[config.mk]
export PLATFORM = sky130hd
export DESIGN_NAME = idma_desc64_mc_reg_wrapper
export DESIGN_NICKNAME = d
export VERILOG_FILES = /design/src/rtl/idma_desc64_mc_pkg.sv /design/src/rtl/idma_desc64_chan_fifo.sv /design/src/rtl/idma_desc64_mc_reg_wrapper.sv
export SDC_FILE = /design/constraint.sdc
export NUM_CORES = 2
export LEC_CHECK = 0
export ABC_AREA = 1
export CORE_MARGIN = 2
export CORE_UTILIZATION = 57
export CTS_CLUSTER_DIAMETER = 200
export CTS_CLUSTER_SIZE = 8
export DETAILED_ROUTE_END_ITERATION = 7
export DONT_BUFFER_PORTS = 1
export GPL_TIMING_DRIVEN = 0
export PLACE_DENSITY = 0.69
export SETUP_SLACK_MARGIN = 0.02
export SYNTH_ARGS = -nofsm -noshare
export SYNTH_HDL_FRONTEND = slang
export SYNTH_SLANG_ARGS = --single-unit
[constraint.sdc]
create_clock -name clk_i -period 55.5 [get_ports clk_i]
set_input_delay 5.55 -clock clk_i [delete_from_list [all_inputs] [get_ports clk_i]]
set_output_delay 5.55 -clock clk_i [all_outputs]
set_load 0.005 [all_outputs]
[src/rtl/idma_desc64_mc_pkg.sv]
// Shared definitions for the multi-channel desc64 APB register front end:
// register map, bit positions, access FSM encoding and default APB structs.
package idma_desc64_mc_pkg;

    localparam int unsigned ChanStride = 32'h10;

    // Word offsets within a channel window (paddr[3:2])
    localparam logic [1:0] RegCtrl   = 2'd0;
    localparam logic [1:0] RegStatus = 2'd1;
    localparam logic [1:0] RegDescLo = 2'd2;
    localparam logic [1:0] RegDescHi = 2'd3;

    localparam int unsigned CtrlEnBit      = 0;
    localparam int unsigned CtrlFlushBit   = 1;
    localparam int unsigned StatusFullBit  = 8;
    localparam int unsigned StatusEmptyBit = 9;

    typedef logic [1:0] acc_state_t;
    localparam acc_state_t AccIdle   = 2'd0;
    localparam acc_state_t AccAccess = 2'd1;
    localparam acc_state_t AccStall  = 2'd2;

    typedef struct packed {
        logic        psel;
        logic        penable;
        logic        pwrite;
        logic [31:0] paddr;
        logic [31:0] pwdata;
        logic [3:0]  pstrb;
    } apb32_req_t;

    typedef struct packed {
        logic        pready;
        logic [31:0] prdata;
        logic        pslverr;
    } apb32_rsp_t;

    function automatic logic [31:0] status_word(input logic [7:0] fill, input logic full,
                                                input logic empty);
        logic [31:0] w;
        w                 = '0;
        w[7:0]            = fill;
        w[StatusFullBit]  = full;
        w[StatusEmptyBit] = empty;
        return w;
    endfunction

endpackage

[src/rtl/idma_desc64_chan_fifo.sv]
// First-word-fall-through submission FIFO for one descriptor channel.
// Flush takes priority over push and pop in the same cycle.
module idma_desc64_chan_fifo #(
    parameter int unsigned Depth = 4,
    parameter int unsigned Width = 64
) (
    input  logic                     clk_i,
    input  logic                     rst_i,
    input  logic                     flush_i,
    input  logic                     push_i,
    input  logic [Width-1:0]         data_i,
    input  logic                     pop_i,
    output logic [Width-1:0]         data_o,
    output logic                     full_o,
    output logic                     empty_o,
    output logic [$clog2(Depth):0]   count_o
);

    localparam int unsigned PtrW = $clog2(Depth);
    localparam int unsigned CntW = PtrW + 1;

    logic [Depth-1:0][Width-1:0] mem_q, mem_d;
    logic [PtrW-1:0]             wptr_q, wptr_d;
    logic [PtrW-1:0]             rptr_q, rptr_d;
    logic [CntW-1:0]             count_q, count_d;
    logic                        do_push;
    logic                        do_pop;

    assign full_o  = (count_q == CntW'(Depth));
    assign empty_o = (count_q == '0);
    assign count_o = count_q;
    assign data_o  = mem_q[rptr_q];
    assign do_push = push_i & ~full_o;
    assign do_pop  = pop_i & ~empty_o;

    always_comb begin
        mem_d   = mem_q;
        wptr_d  = wptr_q;
        rptr_d  = rptr_q;
        count_d = count_q;
        if (flush_i) begin
            wptr_d  = '0;
            rptr_d  = '0;
            count_d = '0;
        end else begin
            if (do_push) begin
                mem_d[wptr_q] = data_i;
                wptr_d        = wptr_q + PtrW'(1);
            end
            if (do_pop) begin
                rptr_d = rptr_q + PtrW'(1);
            end
            count_d = count_q + CntW'(do_push) - CntW'(do_pop);
        end
    end

    always_ff @(posedge clk_i or posedge rst_i) begin
        if (rst_i) begin
            mem_q   <= '0;
            wptr_q  <= '0;
            rptr_q  <= '0;
            count_q <= '0;
        end else begin
            mem_q   <= mem_d;
            wptr_q  <= wptr_d;
            rptr_q  <= rptr_d;
            count_q <= count_d;
        end
    end

endmodule

[src/rtl/idma_desc64_mc_reg_wrapper.sv]
// Multi-channel APB doorbell front end: per-channel enable, DESC_LO latch and
// submission FIFO, with wait-state back-pressure on full FIFOs bounded by a timeout.
module idma_desc64_mc_reg_wrapper
    import idma_desc64_mc_pkg::*;
#(
    parameter int unsigned NumChannels  = 4,
    parameter int unsigned FifoDepth    = 4,
    parameter int unsigned StallTimeout = 256,
    parameter type         apb_req_t    = idma_desc64_mc_pkg::apb32_req_t,
    parameter type         apb_rsp_t    = idma_desc64_mc_pkg::apb32_rsp_t
) (
    input  logic                             clk_i,
    input  logic                             rst_i,
    input  apb_req_t                         apb_req_i,
    output apb_rsp_t                         apb_rsp_o,
    output logic [NumChannels-1:0]           desc_valid_o,
    input  logic [NumChannels-1:0]           desc_ready_i,
    output logic [NumChannels-1:0][63:0]     desc_addr_o,
    output logic [NumChannels-1:0]           chan_busy_o
);

    localparam int unsigned ChanW = (NumChannels > 1) ? $clog2(NumChannels) : 1;
    localparam int unsigned FCntW = $clog2(FifoDepth) + 1;
    localparam int unsigned TmoW  = (StallTimeout > 1) ? $clog2(StallTimeout) : 1;

    acc_state_t                    state_q, state_d;
    logic [TmoW-1:0]               stall_cnt_q, stall_cnt_d;
    logic [ChanW-1:0]              stall_chan_q, stall_chan_d;
    logic [63:0]                   stall_data_q, stall_data_d;
    logic [NumChannels-1:0]        enable_q, enable_d;
    logic [NumChannels-1:0][31:0]  desc_lo_q, desc_lo_d;

    logic [NumChannels-1:0]            push, flush, pop, fifo_full, fifo_empty;
    logic [NumChannels-1:0][FCntW-1:0] fifo_count;
    logic [63:0]                       push_data;

    logic             in_range, acc_phase, ctrl_wr, stall_tmo;
    logic [ChanW-1:0] req_chan;
    logic [1:0]       req_off;
    logic             pready, pslverr;
    logic [31:0]      prdata;

    assign in_range  = apb_req_i.paddr < 32'(NumChannels * ChanStride);
    assign req_chan  = apb_req_i.paddr[4 +: ChanW];
    assign req_off   = apb_req_i.paddr[3:2];
    assign acc_phase = apb_req_i.psel & apb_req_i.penable;
    // CTRL writes are also serviced during a stall so another master can flush/disable
    assign ctrl_wr   = acc_phase & apb_req_i.pwrite & in_range & (req_off == RegCtrl) &
                       (state_q != AccIdle);
    assign stall_tmo = (StallTimeout != 0) && (stall_cnt_q == TmoW'(StallTimeout - 1));
    assign push_data = (state_q == AccStall) ? stall_data_q
                                             : {apb_req_i.pwdata, desc_lo_q[req_chan]};

    assign desc_valid_o = enable_q & ~fifo_empty;
    assign chan_busy_o  = desc_valid_o;
    assign pop          = desc_valid_o & desc_ready_i;

    always_comb begin
        state_d      = state_q;
        stall_cnt_d  = stall_cnt_q;
        stall_chan_d = stall_chan_q;
        stall_data_d = stall_data_q;
        enable_d     = enable_q;
        desc_lo_d    = desc_lo_q;
        push         = '0;
        flush        = '0;
        pready       = 1'b0;
        pslverr      = 1'b0;
        prdata       = '0;

        if (ctrl_wr) begin
            enable_d[req_chan] = apb_req_i.pwdata[CtrlEnBit];
            flush[req_chan]    = apb_req_i.pwdata[CtrlFlushBit];
        end

        unique case (state_q)
            AccIdle: begin
                if (apb_req_i.psel && !apb_req_i.penable) state_d = AccAccess;
            end
            AccAccess: begin
                state_d = AccIdle;
                if (acc_phase) begin
                    pready = 1'b1;
                    if (!in_range) begin
                        pslverr = 1'b1;
                    end else begin
                        unique case (req_off)
                            RegCtrl: begin
                                if (!apb_req_i.pwrite) prdata[CtrlEnBit] = enable_q[req_chan];
                            end
                            RegStatus: begin
                                if (!apb_req_i.pwrite) begin
                                    prdata = status_word(8'(fifo_count[req_chan]),
                                                         fifo_full[req_chan],
                                                         fifo_empty[req_chan]);
                                end
                            end
                            RegDescLo: begin
                                if (apb_req_i.pwrite) begin
                                    for (int b = 0; b < 4; b++) begin
                                        if (apb_req_i.pstrb[b]) begin
                                            desc_lo_d[req_chan][8*b +: 8] =
                                                apb_req_i.pwdata[8*b +: 8];
                                        end
                                    end
                                end else begin
                                    prdata = desc_lo_q[req_chan];
                                end
                            end
                            RegDescHi: begin
                                if (apb_req_i.pwrite) begin
                                    if (apb_req_i.pstrb != 4'hF || !enable_q[req_chan]) begin
                                        pslverr = 1'b1;
                                    end else if (fifo_full[req_chan]) begin
                                        pready       = 1'b0;
                                        state_d      = AccStall;
                                        stall_cnt_d  = '0;
                                        stall_chan_d = req_chan;
                                        stall_data_d = {apb_req_i.pwdata, desc_lo_q[req_chan]};
                                    end else begin
                                        push[req_chan] = 1'b1;
                                    end
                                end
                            end
                            default: ;
                        endcase
                    end
                end
            end
            AccStall: begin
                stall_cnt_d = stall_cnt_q + TmoW'(1);
                if (!enable_q[stall_chan_q] || flush[stall_chan_q]) begin
                    pready  = 1'b1;
                    pslverr = 1'b1;
                end else if (!fifo_full[stall_chan_q]) begin
                    pready             = 1'b1;
                    push[stall_chan_q] = 1'b1;
                end else if (stall_tmo) begin
                    pready  = 1'b1;
                    pslverr = 1'b1;
                end
                if (pready) begin
                    state_d     = AccIdle;
                    stall_cnt_d = '0;
                end
            end
            default: state_d = AccIdle;
        endcase
    end

    always_comb begin
        apb_rsp_o         = '0;
        apb_rsp_o.pready  = pready;
        apb_rsp_o.pslverr = pslverr;
        apb_rsp_o.prdata  = prdata;
    end

    always_ff @(posedge clk_i or posedge rst_i) begin
        if (rst_i) begin
            state_q      <= AccIdle;
            stall_cnt_q  <= '0;
            stall_chan_q <= '0;
            stall_data_q <= '0;
            enable_q     <= '0;
            desc_lo_q    <= '0;
        end else begin
            state_q      <= state_d;
            stall_cnt_q  <= stall_cnt_d;
            stall_chan_q <= stall_chan_d;
            stall_data_q <= stall_data_d;
            enable_q     <= enable_d;
            desc_lo_q    <= desc_lo_d;
        end
    end

    for (genvar c = 0; c < NumChannels; c++) begin : g_chan
        idma_desc64_chan_fifo #(
            .Depth (FifoDepth),
            .Width (64)
        ) u_fifo (
            .clk_i   (clk_i),
            .rst_i   (rst_i),
            .flush_i (flush[c]),
            .push_i  (push[c]),
            .data_i  (push_data),
            .pop_i   (pop[c]),
            .data_o  (desc_addr_o[c]),
            .full_o  (fifo_full[c]),
            .empty_o (fifo_empty[c]),
            .count_o (fifo_count[c])
        );
    end

endmodule

# Word level (Yosys, flattened, before mapping)
# Cells that the tools add are included.
# totals
reg_bits	1260
input_bits	77
out_inout_bits	298
wordCells	303
# classes
n_addsub	17
n_bitwise	30
muxes	147
n_eq_ne	19
order_cmp	17
n_reduce_logical	36
# ops
operator	n
$mux W128	19
$bwmux W256	4
$mux W64	9
$bmux W64 S2	4
$bwmux W128	4
$demux W64 S2	4
$demux W32 S2	4
$mux W32	6
$bmux W32 S2	1
$mux W8	8
$pmux W31 S2	1
$mux W2	24
$mux W4	9
$lt A32 B7 Y1 const B	1
$lt A2 B3 Y1 const B	10
$mux W1	26
$mux W24	1
$reduce_bool A2 Y1	10
$add A2 B1 Y2 const B	8
$mux W16	1
$pmux W8 S2	1
$mux W3	5
$ne A2 B2 Y1 const B	7
$reduce_and A7 Y1	2
other kinds (30)	97

# Logic depth before layout (Yosys ltp)
# depth
word_depth	27
ltp_mapped	17
ltp_nobuf	15

# Hierarchy
# Synthesis repeated with hierarchy kept, for this count alone.
# hier_totals
hier_cells	7431
hier_area_um2	61086.1
# modules_own_cells
mod	instances	cells_per_inst	seq_area_each_um2	area_per_inst_um2
idma_desc64_chan_fifo	4	1556	6581.3	12757.2
idma_desc64_mc_reg_wrapper	1	1207	5205.0	10057.1

# Worst setup path after synthesis
# No wires, ideal clock.
# synth_timing
path_type	in2out
start	in apb_req_i[58] (netlist name)
end	out apb_rsp_o[0] (netlist name)
required_ns	49.950
t_arrival_ns	7.137
path_buffers	2
stages	14
slack_ns	42.813
path_cell_list	nor2_1 nand2_1 nor2_1 nand4_2 nor2_4 nand3_1 buf_2 nand2_1 nand2_2 and2_1 o31ai_1 nand2_1 a21oi_1 buf_4
# synth_between
elab_chain_len	10
word_cells_on_any_way	12
classes_between	order compare (1); mux (7); bitwise (3); reduce/logical (1)
# synth_rtl
item	line	source
start: declaration	idma_desc64_mc_reg_wrapper.sv:14	input apb_req_t apb_req_i,
$lt A32 B7 Y1 (*)	idma_desc64_mc_reg_wrapper.sv:43	assign in_range = apb_req_i.paddr < 32'(NumChannels * ChanStride);
$and A1 B1 Y1 (3 in a row)	idma_desc64_mc_reg_wrapper.sv:48	assign ctrl_wr = acc_phase & apb_req_i.pwrite & in_range & (req_off == RegCtrl) &
$mux W4	idma_desc64_mc_reg_wrapper.sv:71	if (ctrl_wr) begin
$bmux W1 S2	idma_desc64_mc_reg_wrapper.sv:132	if (!enable_q[stall_chan_q] || flush[stall_chan_q]) begin
$mux W1 (implied by the code)	idma_desc64_mc_reg_wrapper.sv:132	
$logic_or A1 B1 Y1	idma_desc64_mc_reg_wrapper.sv:132	
$mux W1	idma_desc64_mc_reg_wrapper.sv:132	
$pmux W1 S2 (*)	idma_desc64_mc_reg_wrapper.sv:76	unique case (state_q)
end: declaration	idma_desc64_mc_reg_wrapper.sv:15	output apb_rsp_t apb_rsp_o,
# Mark *: on every way between the ends. The rest lies on a longest branch, timed or not. The select of a mux whose other input is x is not followed.

# Worst setup path in the final report
# layout_timing
start	in apb_req_i[59] (netlist name)
end	out apb_rsp_o[33] (netlist name)
# layout_between
elab_chain_len	11
word_cells_on_any_way	13
classes_between	order compare (1); mux (8); bitwise (3); reduce/logical (1)
# layout_rtl
item	line
$lt A32 B7 Y1 (*)	idma_desc64_mc_reg_wrapper.sv:43
$and A1 B1 Y1 (3 in a row)	idma_desc64_mc_reg_wrapper.sv:48
$mux W4	idma_desc64_mc_reg_wrapper.sv:71
$bmux W1 S2	idma_desc64_mc_reg_wrapper.sv:132
$mux W1 (implied by the code)	idma_desc64_mc_reg_wrapper.sv:132
$logic_or A1 B1 Y1	idma_desc64_mc_reg_wrapper.sv:132
$mux W1	idma_desc64_mc_reg_wrapper.sv:132
$mux W1	idma_desc64_mc_reg_wrapper.sv:76
$pmux W1 S2 (*)	idma_desc64_mc_reg_wrapper.sv:76
# Marks and branches as above.

==> summary.txt <==
STA
  – Tmin final: approximately 13 ns
  – Final worst path period share: a little under a quarter
  – Hold Fails Final Rpt: 0
  – Setup Viol. Count Final: 0
  – Relative slew slack: -5.43%
  – Tightest Pin Transition: 1.57 ns
  – Max Fclk: between 70 and 80 MHz
  – Final max-slew violation count: 33
  – Clock skew: 0.0295 ns
  – RSZ-0062 raised after global routing: false

Clock network
  – CTS tree: done
  – Post-CTS sizing: 0
  – Setup Buffers After CTS: 0
  – H-Tree Depth: 4
  – CTS Root Cell: clkbuf_16
  – Worst skew pair latency: roughly 0.8 ns
  – CTS Hold Bufs: 0
  – CTS Sinks: 1260
  – CTS buffer count: around 180
  – Clk slew on worst S/H paths: about 0.050 ns
  – Clk buf depth: 3

Synth
  – Most common library cells after synthesis: nand2_1 (2443), dfrtp_1 (1260), nand4_1 (1033), o21ai_0 (725), nor2_1 (619)
  – Yosys reg bits: about 1300
  – Netlist Area Pre-Place: roughly 60000 um^2
  – Unique masters post-synth: 36
  – Post-synthesis mux area share: 0%
  – Syn_nets: 7579
  – Largest family of logic cells by synthesized area: simple AND/OR/NAND/NOR gates
  – Synth Instances: ~7500
  – Synth Area in XOR/XNOR: 0.131%
  – Post-synthesis compound-gate area fraction: roughly a tenth
  – Yosys top cell by area: dfrtp_1
  – Syn_area_per_cell: 8.08 um^2
  – Number of synthesized flops with an enable pin: 0
  – Ys async rst share: 100%
  – Yosys warning count: 0
  – Adder-Cell Fraction of Synth Area: 0.796%
  – Most common cell in the netlist: nand2_1
  – Simple-gate share of the synthesized area: 30.7%
  – Top cells by area, synth: dfrtp_1 (52%), nand2_1 (15%), nand4_1 (11%)
  – Main synth FF type: dfrtp_1
  – Synth top area share: around 52%
  – Register area share after synthesis: a little over half

Setup path
  – Setup crit start kind: primary input
  – CP max stage delay: approximately 0.24 ns
  – Reg-to-Reg End: g_chan[3].u_fifo.mem_q[255]
  – Crit end category: primary output
  – CP required: 49.95 ns
  – CP Buf/Inv Count: 2
  – Reg2Reg Depth: 10
  – CP arrival: between 7 and 8 ns
  – Origin of the critical flop-to-flop path: state_q[0]
  – Worst Path Max Fanout: 10
  – WS Path Type: primary input to primary output
  – CP delay by family, top: simple AND/OR/NAND/NOR gates
  – Flop-to-flop setup slack: ~51 ns
  – Slowest CP cell: nor2_4
  – Worst-path cell chain: nor2_1 > nand3_1 > nor2_1 > nand4_2 > nor2_4 > nand3_1 > buf_2 > nand2_1 > nand2_2 > and2_1 > nand2_1 > nand2_1 > a21oi_1 > buf_4
  – Cell mode on critical path: nand2_1

Route
  – Metal-1 WL: 93600 um
  – Detailed-route DRC error count: 0
  – Vias per cell: between 6 and 7
  – Routed met2 length: between 90000 and 100000 um
  – DRT Pass-1 Iters: 8
  – WL final: 241000 um
  – Metal3 WL: between 30000 and 40000 um
  – Uppermost routed layer: met5
  – Post-route ant nets: 0
  – Initial DRC count: between 9000 and 10000
  – Vias: ~60000
  – Wire per inst: about 27 um

Floorplan
  – Die Wd: 329 um
  – Die Area: roughly 110000 um^2
  – Die H: approximately 330 um
  – I/O Pins: 375
  – Cell Rows: 119
  – Initial Util: 57.4%
  – Core box area: 105000 um^2

Final layout
  – Area grow syn2layout: 11.1%
  – Layout cells sized above 1: between 6 and 7%
  – Final cell area excluding filler cells: about 67000 um^2
  – Finished Layout Cells: 9063
  – # nets final: 7767
  – Final Util: a little under two thirds

Placed design
  – Post-detail-place hpwl: ~170000 um
  – GPL Wtd Cong: a little under 1
  – Port Buffers: 0
  – Post-DP Area: roughly 62000 um^2
  – DP Cell Count: between 8000 and 9000

Pwr
  – Maximum VDD drop: 0.0283 mV
  – Total power: just under 0.002 W
  – Pwr Density: around 29 nW/um^2
  – Leakage: approximately 34 nW

Global route
  – Total track usage: between 40% and 50%
  – First-pass GRT wire length: 355000 um
  – Grt total ovfl: 0
  – Initial antenna violation count: 9
  – Largest net degree at the start of global routing: between 100 and 150
  – Vias in the first global route: 55600

Status
  – Status: complete, but fails checks
  – Failing checks: capacitance limit, slew limit

Hold path
  – Hold Path Stages: 2
  – Min-delay worst type: flip-flop to flip-flop
  – Hold EP: g_chan[3].u_fifo.mem_q[74]
  – HP Start: g_chan[3].u_fifo.mem_q[74]

Job
  – Max-cap violation count: 5
where the power goes:
group	leakage (nW)	internal (W)	switching [W]	total, W
sequential	17.5	0.000921	0.000000319	0.000921
clock	2.27	0.000563	0.000400	0.000963
combinational	13.7	0.00000632	0.0000482	0.0000545
state kept, by name (all words and copies together), names as in the netlist:
signal	count
desc_lo_q	128
enable_q	4
g_chan.u_fifo.count_o	12
g_chan.u_fifo.mem_q	1024
g_chan.u_fifo.rptr_q	8
g_chan.u_fifo.wptr_q	8
stall_chan_q	2
stall_cnt_q	8
stall_data_q	64
state_q	2
layout by cell type, fill, tap and decap left out, types with 5 or more instances in the layout:
cell type  instances
o21ai_1           59
o21ai_0          725
nand4_1         1033
a21oi_1            7
dfrtp_1         1260
nor3_1             9
inv_1            110
clkbuf_16        177
a22o_1            24
buf_16            11
buf_4              7
inv_2             11
inv_6              7
o22ai_1          264
nand3_1           34
buf_2            219
nand2_1         2443
o21ai_2            7
ha_1              32
nand2_2            5
nand4_2           17
a221oi_1          32
clkinv_8           6
buf_1             51
nor2_1           619
clkbuf_1         461
xor2_1             9
metrics by stage:
step | TNS, ns | hold slack, ns | setup slack (ns)
finish | 0 | 0.470 | 42.23
floorplan | 0 | 0.444 | 14.44
detailed placement | 0 | 0.461 | 42.25
CTS | 0 | 0.474 | 42.24
global placement | -287.39 | 0.457 | -0.419
global route | 0 | 0.481 | 42.06
tightest hold or removal path, delay by kind of cell, from the launching register on:
kind	cells	cell delay, ns
DFF	1	0.33
and+or+nand+nor	2	0.10
worst max-delay path by stage:
stage | slack [ns] | endpoint | depth (start not counted) | start
floorplan | 14.44 | desc_lo_q[0] | 1 | rst_i
global placement | -0.42 | g_chan[2].u_fifo.mem_q[43] | 1 | rst_i
detailed placement | 42.25 | apb_rsp_o[33] | 14 | apb_req_i[59]
CTS | 42.24 | apb_rsp_o[33] | 14 | apb_req_i[59]
global route | 42.06 | apb_rsp_o[33] | 14 | apb_req_i[59]
finish | 42.23 | apb_rsp_o[33] | 14 | apb_req_i[59]
logic make-up after synthesis:
group | Yosys count
simple gates | 4173
flops | 1260
compound gates | 1126
buf+inv | 862
fa+ha+maj | 36
xor+xnor | 9
cell type report:
type                            instances  area [um^2]
Antenna cell                            4         10.0
Buffer                                738         3070
Clock buffer                          177         4430
Clock inverter                         14          189
Fill cell                            9281        38100
Inverter                              124          473
Multi-Input combinational cell       5344        25300
Sequential cell                      1260        31500
Tap cell                             1391         1740
Timing Repair Buffer                   11          303
metal layers:
layer  track usage (%)  vias to the layer above
met3              16.2                      758
met4              23.1                        2
li1                  -                    25800
met2              59.1                     4272
met5              1.17                        -
met1              60.8                    29300
Power figures use the tool's default switching activity.
